--- src/rtl/receiver.sv ---
// Receive endpoint: accepts packets addressed to this node's id and stores
// the payload in a small buffer indexed by the packet address. The processor
// side reads the buffer combinationally through rx_addr.

// One buffer entry: payload register plus its valid bit.
module receiver_entry #(
  parameter int DATA_WIDTH = 2
) (
  input  logic                  clk,
  input  logic                  rst,
  input  logic                  we_i,
  input  logic [DATA_WIDTH-1:0] data_i,
  output logic [DATA_WIDTH-1:0] data_o,
  output logic                  valid_o
);

  logic [DATA_WIDTH-1:0] data_q;
  logic                  valid_q;

  // Capture payload on a write; valid is sticky until reset.
  always_ff @(posedge clk or posedge rst) begin
    if (rst) begin
      data_q  <= '0;
      valid_q <= 1'b0;
    end else if (we_i) begin
      data_q  <= data_i;
      valid_q <= 1'b1;
    end
  end

  assign data_o  = data_q;
  assign valid_o = valid_q;

endmodule

module receiver #(
  parameter int DATA_WIDTH = 2,
  parameter int ADDR_WIDTH = 2,
  parameter int ID_WIDTH   = 2
) (
  input  logic                                   clk,
  input  logic                                   rst,
  input  logic [ID_WIDTH+ADDR_WIDTH+DATA_WIDTH-1:0] rx_in,
  input  logic [ID_WIDTH-1:0]                    id,
  output logic                                   rtr_write_enable,
  input  logic [ADDR_WIDTH-1:0]                  rx_addr,
  output logic [1:0]                             flag_res,
  output logic [DATA_WIDTH-1:0]                  data_out
);

  localparam int NUM_ENTRIES = 2 ** ADDR_WIDTH;

  logic [ID_WIDTH-1:0]   dest;
  logic [ADDR_WIDTH-1:0] paddr;
  logic [DATA_WIDTH-1:0] payload;
  logic                  match;

  logic [NUM_ENTRIES-1:0]                 we_vec;
  logic [NUM_ENTRIES-1:0][DATA_WIDTH-1:0] data_all;
  logic [NUM_ENTRIES-1:0]                 valid_all;

  logic                  wr_q, wr_d;
  logic [ADDR_WIDTH-1:0] last_paddr_q, last_paddr_d;

  // Packet fields, LSB first: dest, paddr, payload.
  assign dest    = rx_in[ID_WIDTH-1:0];
  assign paddr   = rx_in[ID_WIDTH+ADDR_WIDTH-1:ID_WIDTH];
  assign payload = rx_in[ID_WIDTH+ADDR_WIDTH+DATA_WIDTH-1:ID_WIDTH+ADDR_WIDTH];

  // An unknown bit in the compare yields X, which the if/&& below treat as
  // false, so a corrupted word never writes.
  assign match = (dest == id);

  // Decode the write strobe per entry.
  always_comb begin
    we_vec = '0;
    for (int i = 0; i < NUM_ENTRIES; i++) begin
      if (match && (paddr == ADDR_WIDTH'(i))) we_vec[i] = 1'b1;
    end
  end

  genvar g;
  generate
    for (g = 0; g < NUM_ENTRIES; g++) begin : g_entry
      receiver_entry #(.DATA_WIDTH(DATA_WIDTH)) u_entry (
        .clk     (clk),
        .rst     (rst),
        .we_i    (we_vec[g]),
        .data_i  (payload),
        .data_o  (data_all[g]),
        .valid_o (valid_all[g])
      );
    end
  endgenerate

  // Next-state for the write pulse and the most recently written address.
  always_comb begin
    wr_d         = 1'b0;
    last_paddr_d = last_paddr_q;
    if (match) begin
      wr_d         = 1'b1;
      last_paddr_d = paddr;
    end
  end

  // Write pulse and last-address registers.
  always_ff @(posedge clk or posedge rst) begin
    if (rst) begin
      wr_q         <= 1'b0;
      last_paddr_q <= '0;
    end else begin
      wr_q         <= wr_d;
      last_paddr_q <= last_paddr_d;
    end
  end

  // Side-effect-free combinational read port.
  assign rtr_write_enable = wr_q;
  assign data_out         = data_all[rx_addr];
  assign flag_res[0]      = valid_all[rx_addr];
  assign flag_res[1]      = wr_q && (last_paddr_q == rx_addr);

endmodule

--- config.mk ---
export PLATFORM = sky130hd
export DESIGN_NAME = receiver
export DESIGN_NICKNAME = d
export VERILOG_FILES = /design/src/rtl/receiver.sv
export SDC_FILE = /design/constraint.sdc
export NUM_CORES = 1
export LEC_CHECK = 0
export ABC_AREA = 1
export CAP_MARGIN = 20
export CORE_MARGIN = 5
export CORE_UTILIZATION = 25
export DETAILED_ROUTE_END_ITERATION = 8
export GPL_TIMING_DRIVEN = 0
export PLACE_DENSITY = 0.56
export SETUP_SLACK_MARGIN = 0.15
export SYNTH_ARGS = -nofsm -noshare
export SYNTH_HDL_FRONTEND = slang
export SYNTH_SLANG_ARGS = --single-unit
export TNS_END_PERCENT = 30
--- constraint.sdc ---
create_clock -name clk -period 0.8 [get_ports clk]
set_input_delay 0.16 -clock clk [delete_from_list [all_inputs] [get_ports clk]]
set_output_delay 0.16 -clock clk [all_outputs]
set_load 0.01 [all_outputs]
### Word-level counts from Yosys, hierarchy flattened

Index checks and enable logic that the tools add are counted.
W data, S select, Z words.

* logic and storage cells: 31
* bits of input ports: 12
* register bits after elaboration: 15

* $lt $le $gt $ge: 1
* mux-type cells: 9
* equality and inequality tests: 5
* reduce and logical (&&, ||, !) cells: 6

Operators with widths (number)
* $mux W1: 6
* $logic_and A1 B1 Y1: 5
* $bmux W2 S2: 1
* $eq A2 B2 Y1: 2
* $eq A2 B2 Y1 const B: 2
* $lt A2 B3 Y1 const B: 1
* $bmux W1 S2: 1
* $eq A2 B1 Y1 const B: 1
* $logic_not A2 Y1: 1
* $mux W2: 1

### Longest topological paths before layout

* depth in word-level cells: 3
* gate-level depth with buffers: 7
* mapped depth without buffers: 6

### By module

A second synthesis with hierarchy kept.

* cells, all modules: 110
* area, all modules: 794.5 um^2

Modules (own cells, without submodules)
* receiver_entry: times used 4, area an instance 111.4 um^2, cells each 12, seq. area each 75.1 um^2
* receiver: times used 1, area an instance 349.1 um^2, cells each 62, seq. area each 75.1 um^2

### Worst setup path before layout

Ideal clock, no wire load.

* kind: register to output
* start point: register last_paddr_q[0]
* end point: output port flag_res[1]
* cell stages (with the launch flop): 4
* data required time: 640 ps
* arrival: 675 ps
* path slack: -35 ps
* buffers on the path: 0
* path through: dfrtp_1 > nand2_1 > nand3_1 > nor2_1

* longest elaborated chain between the ends: 2

RTL lines
* start: declaration: line 63 `logic [ADDR_WIDTH-1:0] last_paddr_q, last_paddr_d;`
* start signal: assignment: line 113 `last_paddr_q <= last_paddr_d;`
* $eq A2 B2 Y1: line 121 `assign flag_res[1] = wr_q && (last_paddr_q == rx_addr);`
* $logic_and A1 B1 Y1: line 121
* end: declaration: line 47 `output logic [1:0] flag_res,`

No other way between the ends.

### Worst setup path in the final report

* start point: register g_entry[2].u_entry.data_q[1]
* end point: output port data_out[1]

* longest elaborated chain between the ends: 2

RTL lines
* start: declaration: line 17 `logic [DATA_WIDTH-1:0] data_q;`
* start signal: assignment: line 26 `data_q <= data_i;`
* $bmux W2 S2: line 119 `assign data_out = data_all[rx_addr];`
* $mux W2 (implied by the code): line 119
* end: declaration: line 48 `output logic [DATA_WIDTH-1:0] data_out`

No other way between the ends. The select of a mux whose other input is x is not followed.

==> results.cfg <==
[route]
drt-total-wl_um = 1884
drt-pass1-iter-count = 4
vias_per_cell = 4.614
wl_per_cell_um = 11.92
drc = 0
vias = 729
drt_iter0_drc = 22
drtAntennaViolNets = 0

[global_route]
grt_pass1_wl_um = 2939
overflow = 0
grt_pass1_vias = 698
track_usage = 0.09117
antenna_found_initial = 0
grt_start_max_net_pins = 16

[worst_setup_path]
crit_chain = o21ai_1 -> o22ai_2 -> buf_2
cp.arrival_ns = 1.06
cpPeakStageDelay_ns = 0.41
crit_fanout = 2
end_kind = output pin
path_class = reg -> out
critPathTopFamily = flip-flops
critPathRequiredTime_ns = 0.64
cp-start-kind = flop
crit_slowest_cell = dfrtp_1
critPathBufInv = 1

[floorplan]
dieArea_mm2 = 0.004299
rows = 20
core_area_mm2 = 0.003003
initial_core_util = 0.2571
die_x_um = 65.57
io_pins = 17
die_y_um = 65.57

[power]
p_leak_nw = 0.5396
switchingPower_w = 0.0006046
swShare = 0.3102
clock_power_share = 0.216
p_int_w = 0.001344
powerDensity_mw_per_mm2 = 1788
vdd_drop_max_mv = 0.5039
power_frac_seq = 0.499
power_frac_comb = 0.286

[timing]
hold_viol = 0
final-setup-viol-count = 5
worst_slew_pin_slew_ns = 0.3193
fin_crit_sh = 1.524
timing.fmax_ghz = 0.8203
timing.final.crit_period_ns = 1.219
drv_slew = 0
finalClockSkew_ns = 0
slew_headroom = 0.7867
rsz0062_at_grt = true
fin_setup_tns_ns = -1.772
final.setup.worst_slack_ns = -0.4191

[logic_synthesis]
async_flop_share = 1.000
synth_area_leaders = dfrtp_1 (49%), nand2_1 (15%), nand4_1 (6.5%)
ys_top_cells_by_count = nand2_1 (31), dfrtp_1 (15), inv_1 (11)
ys_ff_latch = 15
yosysSeqAreaShare = 0.4862
yosysWarnings = 0
avgSynthCellArea_um2 = 7.798
synth.top_cell.area_share = 0.4862
synthFlopType = dfrtp_1
synth_top_area_cell = dfrtp_1
yosysMostFrequentCell = nand2_1
syn_area_um2 = 772.0
syn_nets = 111
yosysUniqueCellTypes = 14
synth_edf_count = 0
synthCells = 99

[final_layout]
drive_gt1_frac = 0.4560
area_delta_synth_final_pct = 41.17
postLayoutCoreUtil = 0.3629
final-instance-count-excl-fill = 158
nets = 138
n_antenna_cell = 0

[placed_design]
port-buffer-count = 16
dpl_worst_slack_ns = -1.075
gp_congestion = 0.7403
place.detailed.hpwl_um = 1286
dp.cells = 148

[cts]
htree_levels = 1
path_clk_slew_ns = 0.08
cts_buffer_depth = 2
clkSinkCount = 15
cts-root-buf = clkbuf_4
worstSkewPairLatency_ns = 0.28
cts_tree = done
cts_buffers = 3

[run_status]
outcome = finished, violations left
violations = negative setup slack

[job]
drv_cap = 0

[min_path]
hp-class = in -> async
==> flip-flops by register name, summed over array words and instances, names as in the netlist <==
| name | count |
|---|---|
| g_entry.u_entry.valid_o | 4 |
| last_paddr_q | 2 |
| rtr_write_enable | 1 |
| g_entry.u_entry.data_o | 8 |
==> layout make-up <==
type,instances,area [um^2]
Clock buffer,4,26.28
Inverter,15,60.06
Fill cell,319,1913
Timing Repair Buffer,22,157.7
Sequential cell,15,375.4
Tap cell,33,41.29
Buffer,2,22.52
Multi-Input combinational cell,67,406.6
==> timing repair <==
action	CTS	global route
setup endpoints to repair	20	30
buffers inserted	1	3
hold buffers	0	0
pin swaps	19	15
resized for setup	63	23
cloned	2	0
==> metal layers <==
metal,part of all wire,vias up,GRT usage
met5,0,-,0
met4,0.037,0,0.08549
met3,0.051,5,0.02735
met2,0.49,17,0.1340
met1,0.43,335,0.1040
li1,-,372,-
==> through the flow <==
stage	instance area [um^2]	hold slack, ns	power (W)
final	1090	0.1895	0.001949
after global routing	1090	0.1955	0.002080
after CTS	1018	0.2361	0.001827
after detailed placement	982.2	0.4404	0.001391
after global placement	982.2	0.4396	0.001384
after floorplan	780.7	0.06148	0.001205
==> cell usage in the layout (no fill, tap or decap), drive strengths merged <==
cell and count:
clkinvlp 1, o22ai 3, nand2 33, clkbuf 4
buf 19, o21ai 8, inv 14, dfrtp 15
clkdlybuf4s15 1, a21oi 2, nor2 8, dlygate4sd2 3
clkdlybuf4s50 1, nand4 8, nand3 5
==> kinds of logic (layout without fill, tap and decap cells) <==
| kind of cell | count (synthesis) | in the layout | synth area share |
|---|---|---|---|
| AND/OR/NAND/NOR | 54 | 54 | 0.3225 |
| buffers and inverters | 17 | 43 | 0.1021 |
| flip-flops | 15 | 15 | 0.4862 |
| AO/OA/AOI/OAI | 13 | 13 | 0.08915 |
==> power by group through the flow <==
stage                     combinational (W)  sequential, W  clock [W]
after CTS                          0.000432       0.000956   0.000439
after global placement             0.000418       0.000966          0
after detailed placement           0.000426       0.000965          0
final                              0.000557       0.000972   0.000421
after floorplan                    0.000263       0.000942          0
after global routing               0.000623       0.000982   0.000474
==> worst paths after layout <==
check | slack (ns) | end | depth (start not counted) | startpoint
setup / recovery | -0.42 | data_out[1] | 3 | g_entry[2].u_entry.data_o[1]
hold / removal | 0.19 | g_entry[1].u_entry.valid_o | 2 | rst
setup reg to reg | 0.01 | g_entry[1].u_entry.data_o[0] | 4 | g_entry[1].u_entry.data_o[0]
hold reg to reg | 0.47 | g_entry[0].u_entry.valid_o | 2 | g_entry[0].u_entry.valid_o
max in group asynchronous | 0.40 | g_entry[0].u_entry.data_o[1] | 2 | rst
min in group clk | 0.20 | last_paddr_q[1] | 3 | rx_in[3]
Power figures use the tool's default switching activity.
